## src/rtl/ula16_pkg.sv

```systemverilog
// Shared definitions for the 16-bit sequencer and its 8-bit ALU slice:
// opcodes, sequencer state encoding and the fix-up increment constant.
package ula16_pkg;

   localparam logic [3:0] OP_ADD = 4'h1;
   localparam logic [3:0] OP_SUB = 4'h2;
   localparam logic [3:0] OP_AND = 4'h3;
   localparam logic [3:0] OP_OR  = 4'h4;
   localparam logic [3:0] OP_NOT = 4'h5;
   localparam logic [3:0] OP_XOR = 4'h6;

   typedef enum logic [2:0] {
      IDLE = 3'd0,
      LO   = 3'd1,
      HI   = 3'd2,
      FIX  = 3'd3,
      DONE = 3'd4
   } state_t;

   localparam logic [7:0] FIX_ONE = 8'h01;

endpackage

```

## src/rtl/ula.sv

```systemverilog
// 8-bit combinational ALU slice. o_carry is the ADD carry-out; for SUB it
// carries the borrow, which the sequencer does not rely on.
module ula
   import ula16_pkg::*;
(
   input  logic [3:0] i_op,
   input  logic [7:0] i_a,
   input  logic [7:0] i_b,
   output logic [7:0] o_y,
   output logic       o_carry
);

   logic [8:0] w_sum;
   logic [8:0] w_diff;

   assign w_sum  = {1'b0, i_a} + {1'b0, i_b};
   assign w_diff = {1'b0, i_a} - {1'b0, i_b};

   always_comb begin
      o_y     = 8'h00;
      o_carry = 1'b0;
      case (i_op)
         OP_ADD: begin
            o_y     = w_sum[7:0];
            o_carry = w_sum[8];
         end
         OP_SUB: begin
            o_y     = w_diff[7:0];
            o_carry = w_diff[8];
         end
         OP_AND:  o_y = i_a & i_b;
         OP_OR:   o_y = i_a | i_b;
         OP_NOT:  o_y = ~i_b;
         OP_XOR:  o_y = i_a ^ i_b;
         default: o_y = 8'h00;
      endcase
   end

endmodule

```

## src/rtl/ula16_seq.sv

```systemverilog
// 16-bit operation sequencer over one 8-bit ula: low pass, high pass, optional
// carry/borrow fix-up pass. Optional zero flag under ULA16_SEQ_ZERO_FLAG_EN.
// Handshake: start is accepted only while busy=0; done pulses one cycle on the
// same edge that loads result/carry; start is ignored for the whole busy window.
module ula16_seq
   import ula16_pkg::*;
(
   input  logic        clk,
   input  logic        rst_n,
   input  logic        start,
   input  logic [3:0]  op,
   input  logic [15:0] a,
   input  logic [15:0] b,
   output logic        busy,
   output logic        done,
   output logic [15:0] result,
   output logic        carry,
`ifdef ULA16_SEQ_ZERO_FLAG_EN
   output logic        zero,
`endif
   output logic [2:0]  dbg_state
);

   state_t      r_state;
   logic [3:0]  r_op;
   logic [15:0] r_a;
   logic [15:0] r_b;
   logic [7:0]  r_lo;
   logic [7:0]  r_hi;
   logic        r_c0;
   logic        r_c1;
   logic        r_bw0;
   logic        r_bw1;
   logic        r_busy;
   logic        r_done;
   logic [15:0] r_result;
   logic        r_carry;
`ifdef ULA16_SEQ_ZERO_FLAG_EN
   logic        r_zero;
`endif

   logic [7:0]  w_alu_a;
   logic [7:0]  w_alu_b;
   logic [7:0]  w_alu_y;
   logic        w_alu_c;
   logic        w_is_add;
   logic        w_is_sub;
   logic        w_bw0;
   logic        w_bw1;
   logic        w_fix;
   logic [15:0] w_res;

   assign w_is_add = (r_op == OP_ADD);
   assign w_is_sub = (r_op == OP_SUB);
   // Borrows are derived from the latched operands; the ALU carry is only trusted for ADD.
   assign w_bw0    = (r_a[7:0] < r_b[7:0]);
   assign w_bw1    = (r_a[15:8] < r_b[15:8]) | ((r_a[15:8] == r_b[15:8]) & r_bw0);
   assign w_fix    = (w_is_add & r_c0) | (w_is_sub & r_bw0);
   assign w_res    = {w_alu_y, r_lo};

   always_comb begin
      w_alu_a = r_a[7:0];
      w_alu_b = r_b[7:0];
      case (r_state)
         HI: begin
            w_alu_a = r_a[15:8];
            w_alu_b = r_b[15:8];
         end
         FIX: begin
            w_alu_a = r_hi;
            w_alu_b = FIX_ONE;
         end
         default: begin
            w_alu_a = r_a[7:0];
            w_alu_b = r_b[7:0];
         end
      endcase
   end

   ula u_ula (
      .i_op    (r_op),
      .i_a     (w_alu_a),
      .i_b     (w_alu_b),
      .o_y     (w_alu_y),
      .o_carry (w_alu_c)
   );

   always_ff @(posedge clk) begin
      if (!rst_n) begin
         r_state  <= IDLE;
         r_op     <= 4'h0;
         r_a      <= 16'h0000;
         r_b      <= 16'h0000;
         r_lo     <= 8'h00;
         r_hi     <= 8'h00;
         r_c0     <= 1'b0;
         r_c1     <= 1'b0;
         r_bw0    <= 1'b0;
         r_bw1    <= 1'b0;
         r_busy   <= 1'b0;
         r_done   <= 1'b0;
         r_result <= 16'h0000;
         r_carry  <= 1'b0;
`ifdef ULA16_SEQ_ZERO_FLAG_EN
         r_zero   <= 1'b0;
`endif
      end else begin
         r_done <= 1'b0;
         case (r_state)
            IDLE: begin
               if (start) begin
                  r_op    <= op;
                  r_a     <= a;
                  r_b     <= b;
                  r_c0    <= 1'b0;
                  r_c1    <= 1'b0;
                  r_bw0   <= 1'b0;
                  r_bw1   <= 1'b0;
                  r_busy  <= 1'b1;
                  r_state <= LO;
               end
            end
            LO: begin
               r_lo    <= w_alu_y;
               r_c0    <= w_is_add & w_alu_c;
               r_bw0   <= w_is_sub & w_bw0;
               r_state <= HI;
            end
            HI: begin
               r_hi  <= w_alu_y;
               r_c1  <= w_is_add & w_alu_c;
               r_bw1 <= w_is_sub & w_bw1;
               if (w_fix) begin
                  r_state <= FIX;
               end else begin
                  // Completion is registered on the edge entering DONE so done and result align.
                  r_result <= w_res;
                  r_carry  <= (w_is_add & w_alu_c) | (w_is_sub & w_bw1);
`ifdef ULA16_SEQ_ZERO_FLAG_EN
                  r_zero   <= (w_res == 16'h0000);
`endif
                  r_done   <= 1'b1;
                  r_state  <= DONE;
               end
            end
            FIX: begin
               r_hi     <= w_alu_y;
               r_result <= w_res;
               r_carry  <= (w_is_add & (r_c1 | w_alu_c)) | (w_is_sub & r_bw1);
`ifdef ULA16_SEQ_ZERO_FLAG_EN
               r_zero   <= (w_res == 16'h0000);
`endif
               r_done   <= 1'b1;
               r_state  <= DONE;
            end
            DONE: begin
               r_busy  <= 1'b0;
               r_state <= IDLE;
            end
            default: begin
               r_busy  <= 1'b0;
               r_state <= IDLE;
            end
         endcase
      end
   end

   assign busy      = r_busy;
   assign done      = r_done;
   assign result    = r_result;
   assign carry     = r_carry;
   assign dbg_state = r_state;
`ifdef ULA16_SEQ_ZERO_FLAG_EN
   assign zero      = r_zero;
`endif

endmodule

```

## config.mk

```make
export PLATFORM = sky130hd
export DESIGN_NAME = ula16_seq
export DESIGN_NICKNAME = d
export VERILOG_FILES = /design/src/rtl/ula16_pkg.sv /design/src/rtl/ula.sv /design/src/rtl/ula16_seq.sv
export SDC_FILE = /design/constraint.sdc
export NUM_CORES = 1
export LEC_CHECK = 0
export BUFFER_PORTS_ARGS = -buffer_cell sky130_fd_sc_hd__buf_2
export CELL_PAD_IN_SITES_DETAIL_PLACEMENT = 0
export CELL_PAD_IN_SITES_GLOBAL_PLACEMENT = 1
export CORE_ASPECT_RATIO = 0.75
export CORE_MARGIN = 4
export CORE_UTILIZATION = 43
export CTS_BUF_LIST = sky130_fd_sc_hd__clkbuf_16
export DETAILED_ROUTE_END_ITERATION = 8
export GPL_ROUTABILITY_DRIVEN = 0
export PLACE_DENSITY = 0.88
export SLEW_MARGIN = 5
export SYNTH_ARGS = -nofsm -noshare
export SYNTH_HDL_FRONTEND = slang
export SYNTH_SLANG_ARGS = --single-unit
```

## constraint.sdc

```tcl
create_clock -name clk -period 4.7 [get_ports clk]
set_clock_uncertainty 0.2 [all_clocks]
set_input_delay 0 -clock clk [delete_from_list [all_inputs] [get_ports clk]]
set_output_delay 0 -clock clk [all_outputs]
set_load 0.02 [all_outputs]
```

* Word level (Yosys, flattened, before mapping)
Cells that the tools add are included.
W data, S select, Z words.
** Storage, ports and cells
- Word-level logic and storage cells :: 79
- Register bits :: 78
- Output and inout port bits :: 22
** Operators by class
- Bitwise operators :: 18
- Equality and inequality tests :: 12
- Reductions and logical operators :: 11
- Add/sub/neg operators :: 2
- Magnitude comparators :: 2
- Multiplexer cells :: 20
** Operators with widths (number)
- $pmux W8 S6 :: 1
- $pmux W16 S2 :: 1
- $pmux W8 S2 :: 2
- $lt A8 B8 Y1 :: 2
- $mux W16 :: 1
- $pmux W1 S2 :: 8
- $eq A4 B3 Y1 const B :: 3
- $pmux W3 S4 :: 1
- $reduce_and A2 Y1 :: 5
- $add A8 B8 Y9 :: 1
- $sub A8 B8 Y9 :: 1
- $and A1 B1 Y1 :: 8
- $and A8 B8 Y8 :: 1
- $eq A4 B2 Y1 const B :: 2
- $eq A8 B8 Y1 :: 1
- $not A8 Y8 :: 1
- $or A8 B8 Y8 :: 1
- $xor A8 B8 Y8 :: 1
- $eq A3 B2 Y1 const B :: 2
- $mux W3 :: 2
- $reduce_bool A2 Y1 :: 3
- $or A1 B1 Y1 :: 5
- $eq A4 B1 Y1 const B :: 1
- $mux W1 :: 4
- other kinds (6) :: 7

* Longest topological paths before layout
Gate-level depths: netlist of the first run.
- Depth after elaboration :: 8
- Mapped depth :: 16
- Gate-level depth less buffers :: 13

* Cells and area by module
Synthesis of the first run repeated with hierarchy kept, for this count alone.
** Second synthesis, totals
- Cell total of the unflattened synthesis :: 597
- Area, all modules :: 4914.7 µm²
** By module, submodules not included
- ula16_seq :: sequential area each 1561.5 µm², cells each 431, area an instance 3668.5 µm², instances 1
- ula :: sequential area each 0.0 µm², cells each 166, area an instance 1246.2 µm², instances 1

* Least setup slack after synthesis of the first run
Ideal clock, no wire load.
- Kind :: flip-flop to flip-flop
- Start point :: register r_state[2] (netlist: dbg_state[2])
- End point :: register r_lo[6]
- Period minus slack after synthesis :: 3.693 ns
- Arrival :: 3.361 ns
- Buffers on the path :: 3
- Cell stages (with the launch flop) :: 14
- Setup slack :: 1.007 ns
- Path through :: dfxtp_1 > nand2b_1 > buf_2 > clkbuf_1 > clkbuf_1 > o21a_1 > inv_1 > fa_1 > a211oi_1 > nor2_1 > and4_1 > or3_1 > a311oi_1 > a21oi_1
** Between the ends
- Word-level cells in the longest chain between the ends :: 4
- Elaborated cells between the ends (all ways) :: 12
- Those cells by class :: add/sub (2); eq/ne (3); mux (3); bitwise (4)
** RTL lines
- from (decl) :: RTL line ula16_seq.sv:24 : state_t r_state;
- from (signal assigned) :: RTL line ula16_seq.sv:90 : r_state <= IDLE;
- from (signal assigned) :: RTL line ula16_seq.sv:120 : r_state <= LO;
- from (signal assigned) :: RTL line ula16_seq.sv:127 : r_state <= HI;
- $eq A3 B2 Y1 :: RTL line ula16_seq.sv:64 : case (r_state)
- $pmux W8 S2 :: RTL line ula16_seq.sv:64
- $sub A8 B8 Y9, or another cell as far along :: RTL line ula.sv:17 : assign w_diff = {1'b0, i_a} - {1'b0, i_b};
- $pmux W8 S6 :: RTL line ula.sv:22 : case (i_op)
- to (signal assigned) :: RTL line ula16_seq.sv:124 : r_lo <= w_alu_y;
- to (decl) :: RTL line ula16_seq.sv:28 : logic [7:0] r_lo;
Parallel ways exist; a longest one is shown, timed or not.
A chain may end at the register's enable or synchronous reset.

* Worst setup path after layout of the first run
Ends and elaborated chain as after synthesis.

==> out/metrics.csv, run 1 <==
stage,metric,value,unit
run_status,outcome,finished clean,
sta,Final Hold Fails,0,
cts,CTS Root Cell,clkbuf_16,
global_route,met3 Use GR,4.95,%
flow_run,Max Cap Viol,0,
route,Vias,4377,
pwr,VDD IR-drop max,0.000222,V
placement,Placed Cells incl. Taps,747,
cts,htree depth,3,
pwr,leak pwr,2.35,nW
route,final WL,12.8,mm
yosys,post-synthesis compound-gate area fraction,23.8,%
setup_path,critical path required time,4670,ps
cts,clock-pin slew on the worst setup and hold paths,60,ps
global_route,Total GRT Usage,21.3,%
placement,HPWL Detailed,9.21,mm
route,Final ANT Viol Nets,0,
layout,area of all placed cells without fillers,5580,um^2
setup_path,critical path type,reg2reg,
global_route,vias in the first global route,4048,
global_route,grt peak-use layer,met2,
yosys,Mapped Cells,578,
cts,clk buf depth,2,
setup_path,crit path DAT,4010,ps
yosys,Post-Syn Area,4500,um^2
placement,placed inst area,4890,um^2
cts,Sink Count,78,
route,Vias/cell,5.46,
yosys,Avg Inst Size Synth,7.78,um^2
yosys,Yosys reg bits,78,
setup_path,worst reg2reg path depth,12,
yosys,multiplexer share of the synthesized area,4.23,%
yosys,top-area cell type share of the netlist area,34.7,%
sta,Slew HR,17.2,%
yosys,largest family of logic cells by synthesized area,compound AO/OA/AOI/OAI gates,
floorplanning,core box area,10200,um^2
setup_path,reg2reg setup slack,650,ps
cts,Skew-Pair Late Insertion Delay,330,ps
route,wire per inst,16.0,um
global_route,met2 usage,33.7,%
floorplanning,die width,126,um
worst_hold_path,worst hold path type,in2reg,
global_route,gr ovfl total,0,
route,first drt pass iteration count,5,
worst_hold_path,Hold Path Sink,r_b[4]$_SDFFE_PN0P_,
layout,layout cell share with drive strength beyond 1,14.1,%
sta,Slew Limit Fails,0,
sta,Least-Margin Pin Slew,1240,ps
setup_path,crit-path max FO,17,
cts,TritonCTS clock tree,yes,
sta,RSZ-0062 raised after global routing,no,
layout,diodes inserted,0,
global_route,first-pass GRT wire length,20.6,mm
yosys,largest cells by area after synthesis,"dfxtp_1, ha_1, nand2_1, a21oi_1, o21ai_0",
yosys,Post-synth ARST share,0,%
yosys,prevailing post-synth register cell,dfxtp_1,
pwr,PwrDens,320,nW/um^2
setup_path,RR Startpoint,dbg_state[2]$_SDFFE_PN0P_,
yosys,Adder-Cell Fraction of Synth Area,11.5,%
floorplanning,Core Rows,32,
setup_path,critical path launch point type,register,
yosys,most numerous cell in the Yosys netlist,nand2_1,
worst_hold_path,Min-Delay Startpoint,b[4],
yosys,simple-gate share of the synthesized area,18.7,%
yosys,synth cell count leaders,"nand2_1, dfxtp_1, a21oi_1",
floorplanning,Die ar.,12200,um^2
yosys,Synth Area in XOR/XNOR,0.195,%
yosys,leading area contributor after synthesis,dfxtp_1,
sta,Final setup viols,0,
floorplanning,die height,96.6,um
global_route,largest net degree at the start of global routing,51,
cts,Post-CTS Resized,0,
setup_path,Crit. Startpoint,dbg_state[2]$_SDFFE_PN0P_,
cts,TritonCTS Buffers,9,
sta,Highest Clock Rate,247,MHz
yosys,YS warnings,0,
floorplanning,Boundary Pins,61,
yosys,number of enable flip-flop cells after synthesis,0,
setup_path,r2r endpoint,r_lo[6]$_SDFFE_PN0P_,
global_route,met1 global-route usage,29.6,%
yosys,Syn Nets,657,
sta,Tmin final,4050,ps
route,DRC,0,
route,drt initial violations,350,
yosys,post-synthesis sequential area ratio,34.7,%
setup_path,element type at the critical path end,register,
yosys,synth unique cells,58,
placement,IO buf count,60,
global_route,initial antenna violation count,0,
layout,"Net count, final",740,
floorplanning,Initial Utilization,43.9,%
sta,crit share post-route,86.1,%
sta,setup_tns,0,ps
worst_hold_path,hold path depth,4,
layout,synthesis-to-finish area growth,24.0,%
layout,Non-Filler Instances,802,
[worst max-delay path, stage by stage (launching register included)]
cell and delay (ps):
dfxtp_1 450, nand2b_1 550, nor2_1 110, a21oi_1 270
inv_1 110, ha_1 250, fa_1 440, a211oi_1 270
nor2_1 120, and4_1 220, or3_1 350, a311oi_1 390
a21oi_1 120
[cell families (layout without fill, tap and decap cells)]
group                    after synthesis  in the layout
buffers and inverters                 77            165
multiplexers                          19             19
XOR/XNOR                               1              1
AO/OA/AOI/OAI                        176            176
adder cells (fa/ha/maj)               40             40
flip-flops                            78             78
AND/OR/NAND/NOR                      187            187
[what timing repair did]
action,in CTS,in global routing
buffers inserted,0,0
hold buffers,39,0
hold endpoints to repair,63,0
[layout by cell type (no fill, tap or decap), drive strengths merged, types with 2 or more instances in the layout]
master and n:
fa 2, nand3 5, dfxtp 78, o22ai 2, inv 41, clkinv 5, or3 5, nor2 34
o21a 3, nand2b 9, a311oi 2, nor2b 6, mux2i 19, o21ai 41, o31ai 5, a21oi 72
clkbuf 9, nor3 6, o21bai 2, a22oi 2, nand2 106, a211oi 11, a31oi 13, ha 38
a221oi 4, buf 69, and2 3, o211ai 2, a21o 4, and3 3, a2bb2oi 2, nand3b 2
a222oi 2, nor3b 2, dlygate4sd3 39
[state kept, by name, indices dropped and copies added, names as in the netlist]
signal,cells
r_a,16
r_lo,8
r_bw1,1
r_c1,1
r_bw0,1
busy,1
r_b,16
r_c0,1
r_op,4
r_hi,8
result,16
dbg_state,3
done,1
carry,1
[layer usage]
metal / share of wire (%) / vias up / routed length, um
li1: - / 2168 / -
met1: 48 / 2058 / 6120
met2: 45 / 138 / 5750
met3: 5.8 / 13 / 738
met4: 1.5 / 0 / 193
met5: 0 / - / 0
[worst max-delay path by stage]
stage	end	slack, ps	depth (start not counted)
after floorplan	r_lo[6]$_SDFFE_PN0P_	1010	13
after global placement	r_lo[6]$_SDFFE_PN0P_	900	12
after detailed placement	r_lo[6]$_SDFFE_PN0P_	740	12
after CTS	r_lo[6]$_SDFFE_PN0P_	710	12
after global routing	r_lo[6]$_SDFFE_PN0P_	430	12
final	r_lo[6]$_SDFFE_PN0P_	650	12
[power breakdown]
part / internal [W] / switching (W) / total, W / leakage [nW]
sequential: 0.000697 / 0.0000345 / 0.000732 / 0.637
clock: 0.000412 / 0.000276 / 0.000688 / 0.143
combinational: 0.000149 / 0.000217 / 0.000366 / 1.57
total: 0.00126 / 0.000528 / 0.00179 / 2.35
[final cells by class]
type | instances | area (um^2)
multi-input combinational | 423 | 2630
tap | 136 | 170
inverter | 41 | 154
clock inverter | 7 | 72.6
timing repair buffer | 108 | 758
fill | 956 | 4670
clock buffer | 9 | 225
sequential | 78 | 1560
[metrics by stage]
| step | util (%) | power [W] | setup slack, ps | hold slack (ps) |
|---|---|---|---|---|
| 2_1_floorplan | - | 0.000973 | 1010 | -64.0 |
| 3_3_place_gp | 47.7 | 0.00107 | 903 | 41.8 |
| 3_5_place_dp | 47.7 | 0.00108 | 745 | 47.8 |
| 4_1_cts | 54.4 | 0.00179 | 711 | 241 |
| 5_1_grt | 54.4 | 0.00187 | 427 | 251 |
| 6_report | 54.4 | 0.00179 | 653 | 251 |
(Power assumes the default switching activity.)
==> inputs of run 2 (changes only) <==
CELL_PAD_IN_SITES_DETAIL_PLACEMENT = default   (was 0)
CELL_PAD_IN_SITES_GLOBAL_PLACEMENT = default   (was 1)
CORE_UTILIZATION = 58   (was 43)
PLACE_DENSITY = 0.87   (was 0.88)
==> run 2 against run 1 <==
Against the previous run: sequential cell count stayed put; combinational power up 2%; clock power decreased by 10%; fmax down 2.6%; routed wire length up 9.4%; sequential power increased by 0.7%; register-to-register slack worse by 110 ps; largest power group unchanged.
==> out/metrics.csv, run 2 (synthesis gave the netlist of run 1 again) <==
stage,metric,value,unit,change
cts,clk buf depth,2,,unchanged
pwr,PwrDens,315,nW/um^2,-1.6%
layout,synthesis-to-finish area growth,22.1,%,
layout,Non-Filler Instances,766,,-4.5%
global_route,initial antenna violation count,0,,unchanged
sta,Highest Clock Rate,241,MHz,-2.6%
sta,Final setup viols,0,,unchanged
setup_path,Crit-path slowest cell,dfxtp_1,,
route,final WL,14.0,mm,+9.4%
global_route,Total GRT Usage,31.1,%,+9.8 points
layout,fillers,485,,-49%
sta,Slew Limit Fails,0,,unchanged
route,Final ANT Viol Nets,0,,unchanged
placement,HPWL Detailed,9.29,mm,+0.86%
global_route,gr ovfl total,0,,unchanged
placement,Place WS,697,ps,-47.7 ps
floorplanning,Initial Utilization,60.5,%,+17 points
placement,Placed Cells incl. Taps,711,,-4.8%
run_status,outcome,finished clean,,
route,Vias/cell,6.19,,+14%
sta,Worst Slack Setup Final,546,ps,-107 ps
placement,placed inst area,4840,um^2,-1.0%
cts,TritonCTS Buffers,9,,unchanged
floorplanning,die width,110,um,-13%
global_route,vias in the first global route,4569,,+13%
setup_path,crit-path max cell delay,810,ps,+260 ps
cts,TritonCTS clock tree,yes,,
setup_path,CP Cell Sequence,inv_1 > a31oi_1 > inv_1 > fa_1 > a211oi_1 > nor2_1 > and4_1 > or3_1 > a311oi_1 > a21oi_1,,
setup_path,"most used cell, CP",inv_1,,
route,drt initial violations,662,,+89%
sta,hold_ws,258,ps,+7.21 ps
setup_path,critical path type,reg2reg,,
setup_path,crit path DAT,4120,ps,+110 ps
pwr,VDD IR-drop max,0.000253,V,+14%
sta,Final Hold Fails,0,,unchanged
floorplanning,Boundary Pins,61,,unchanged
cts,CTS Root Cell,clkbuf_16,,
sta,setup_tns,0,ps,unchanged
route,DRC,0,,unchanged
floorplanning,Die ar.,9240,um^2,-24%
setup_path,critical path required time,4670,ps,about the same
cts,Sink Count,78,,unchanged
layout,"Net count, final",739,,-0.14%
route,Vias,4745,,+8.4%
floorplanning,Core Rows,27,,-16%
setup_path,element type at the critical path end,register,,
route,wire per inst,18.3,um,+15%
global_route,first-pass GRT wire length,22.7,mm,+10%
cts,"Setup Fix Bufs, Post-CTS",0,,unchanged
cts,htree depth,3,,unchanged
layout,diodes inserted,0,,unchanged
placement,IO buf count,60,,unchanged
pwr,leak pwr,2.33,nW,-0.81%
setup_path,critical path launch point type,register,,
setup_path,crit-path max FO,16,,-1
sta,RSZ-0062 raised after global routing,no,,
sta,Tmin final,4150,ps,+107 ps
sta,crit share post-route,88.4,%,+2.3 points
floorplanning,core box area,7430,um^2,-27%
layout,most frequent cells in the layout,"nand2_1, dfxtp_1, a21oi_1, buf_2, inv_1",,
sta,Least-Margin Pin Slew,1320,ps,+84.0 ps
cts,clock-pin slew on the worst setup and hold paths,60,ps,about the same
sta,Slew HR,11.9,%,-5.3 points
flow_run,Max Cap Viol,0,,unchanged
cts,Skew-Pair Late Insertion Delay,340,ps,about the same
layout,"most common cell after layout, fill and taps aside",nand2_1,,
layout,area of all placed cells without fillers,5490,um^2,-1.6%
layout,layout cell share with drive strength beyond 1,13.7,%,-0.43 points
floorplanning,die height,84.2,um,-13%
route,first drt pass iteration count,8,,+3
worst_hold_path,worst hold path type,in2reg,,
global_route,largest net degree at the start of global routing,52,,+2.0%
[run 2: final timing paths]
kind,start,end,slack [ps],depth (start not counted)
worst max-delay path,dbg_state[0]$_SDFFE_PN0P_,result[14]$_SDFFE_PN0P_,550,10
worst max register to register,dbg_state[0]$_SDFFE_PN0P_,result[14]$_SDFFE_PN0P_,550,10
worst min register to register,r_b[1]$_SDFFE_PN0P_,r_b[1]$_SDFFE_PN0P_,260,2
worst min-delay path,a[1],r_a[1]$_SDFFE_PN0P_,260,4
[run 2: through the flow]
stage | utilization [%] | total power (W)
after floorplan | - | 0.000973
after global placement | 65.1 | 0.00106
after detailed placement | 65.1 | 0.00108
after CTS | 73.8 | 0.00171
after global routing | 73.8 | 0.00179
final | 73.8 | 0.00173
[run 2: layout make-up]
| class | count | area, um^2 | share of cell area (%) |
|---|---|---|---|
| Multi-Input combinational cell | 423 | 2640 | 48.0 |
| Timing Repair Buffer | 107 | 751 | 13.7 |
| Clock buffer | 9 | 225 | 4.10 |
| Tap cell | 101 | 126 | 2.30 |
| Inverter | 41 | 154 | 2.80 |
| Clock inverter | 7 | 35.0 | 0.638 |
| Sequential cell | 78 | 1560 | 28.5 |
[run 2: report_power, final]
group	switching (W)	internal (W)	total (W)
Clock	0.000271	0.000349	0.000619
Combinational	0.000224	0.000150	0.000374
Sequential	0.0000392	0.000698	0.000737
Total	0.000534	0.00120	0.00173
[run 2: routing by layer]
metal	track usage, %	wire [um]	part of all wire, %	vias to the layer above
li1	-	-	-	2169
met1	41.4	5480	39	2175
met2	49.0	6470	46	330
met3	6.92	1490	11	71
met4	12.1	572	4.1	0
met5	0	0	0	-
[run 2: worst max-delay path, delay by kind of cell (launching register included)]
kind,cells,cell delay [ps]
adder cells (fa/ha/maj),1,500
flip-flops,1,810
buffers and inverters,2,430
AO/OA/AOI/OAI,4,1350
AND/OR/NAND/NOR,3,690
[run 2: repair_timing]
| action | 4_1_cts | 5_1_grt |
|---|---|---|
| endpoints found under the hold margin | 63 | 0 |
| resized for setup | 0 | 0 |
| hold buffers | 39 | 0 |
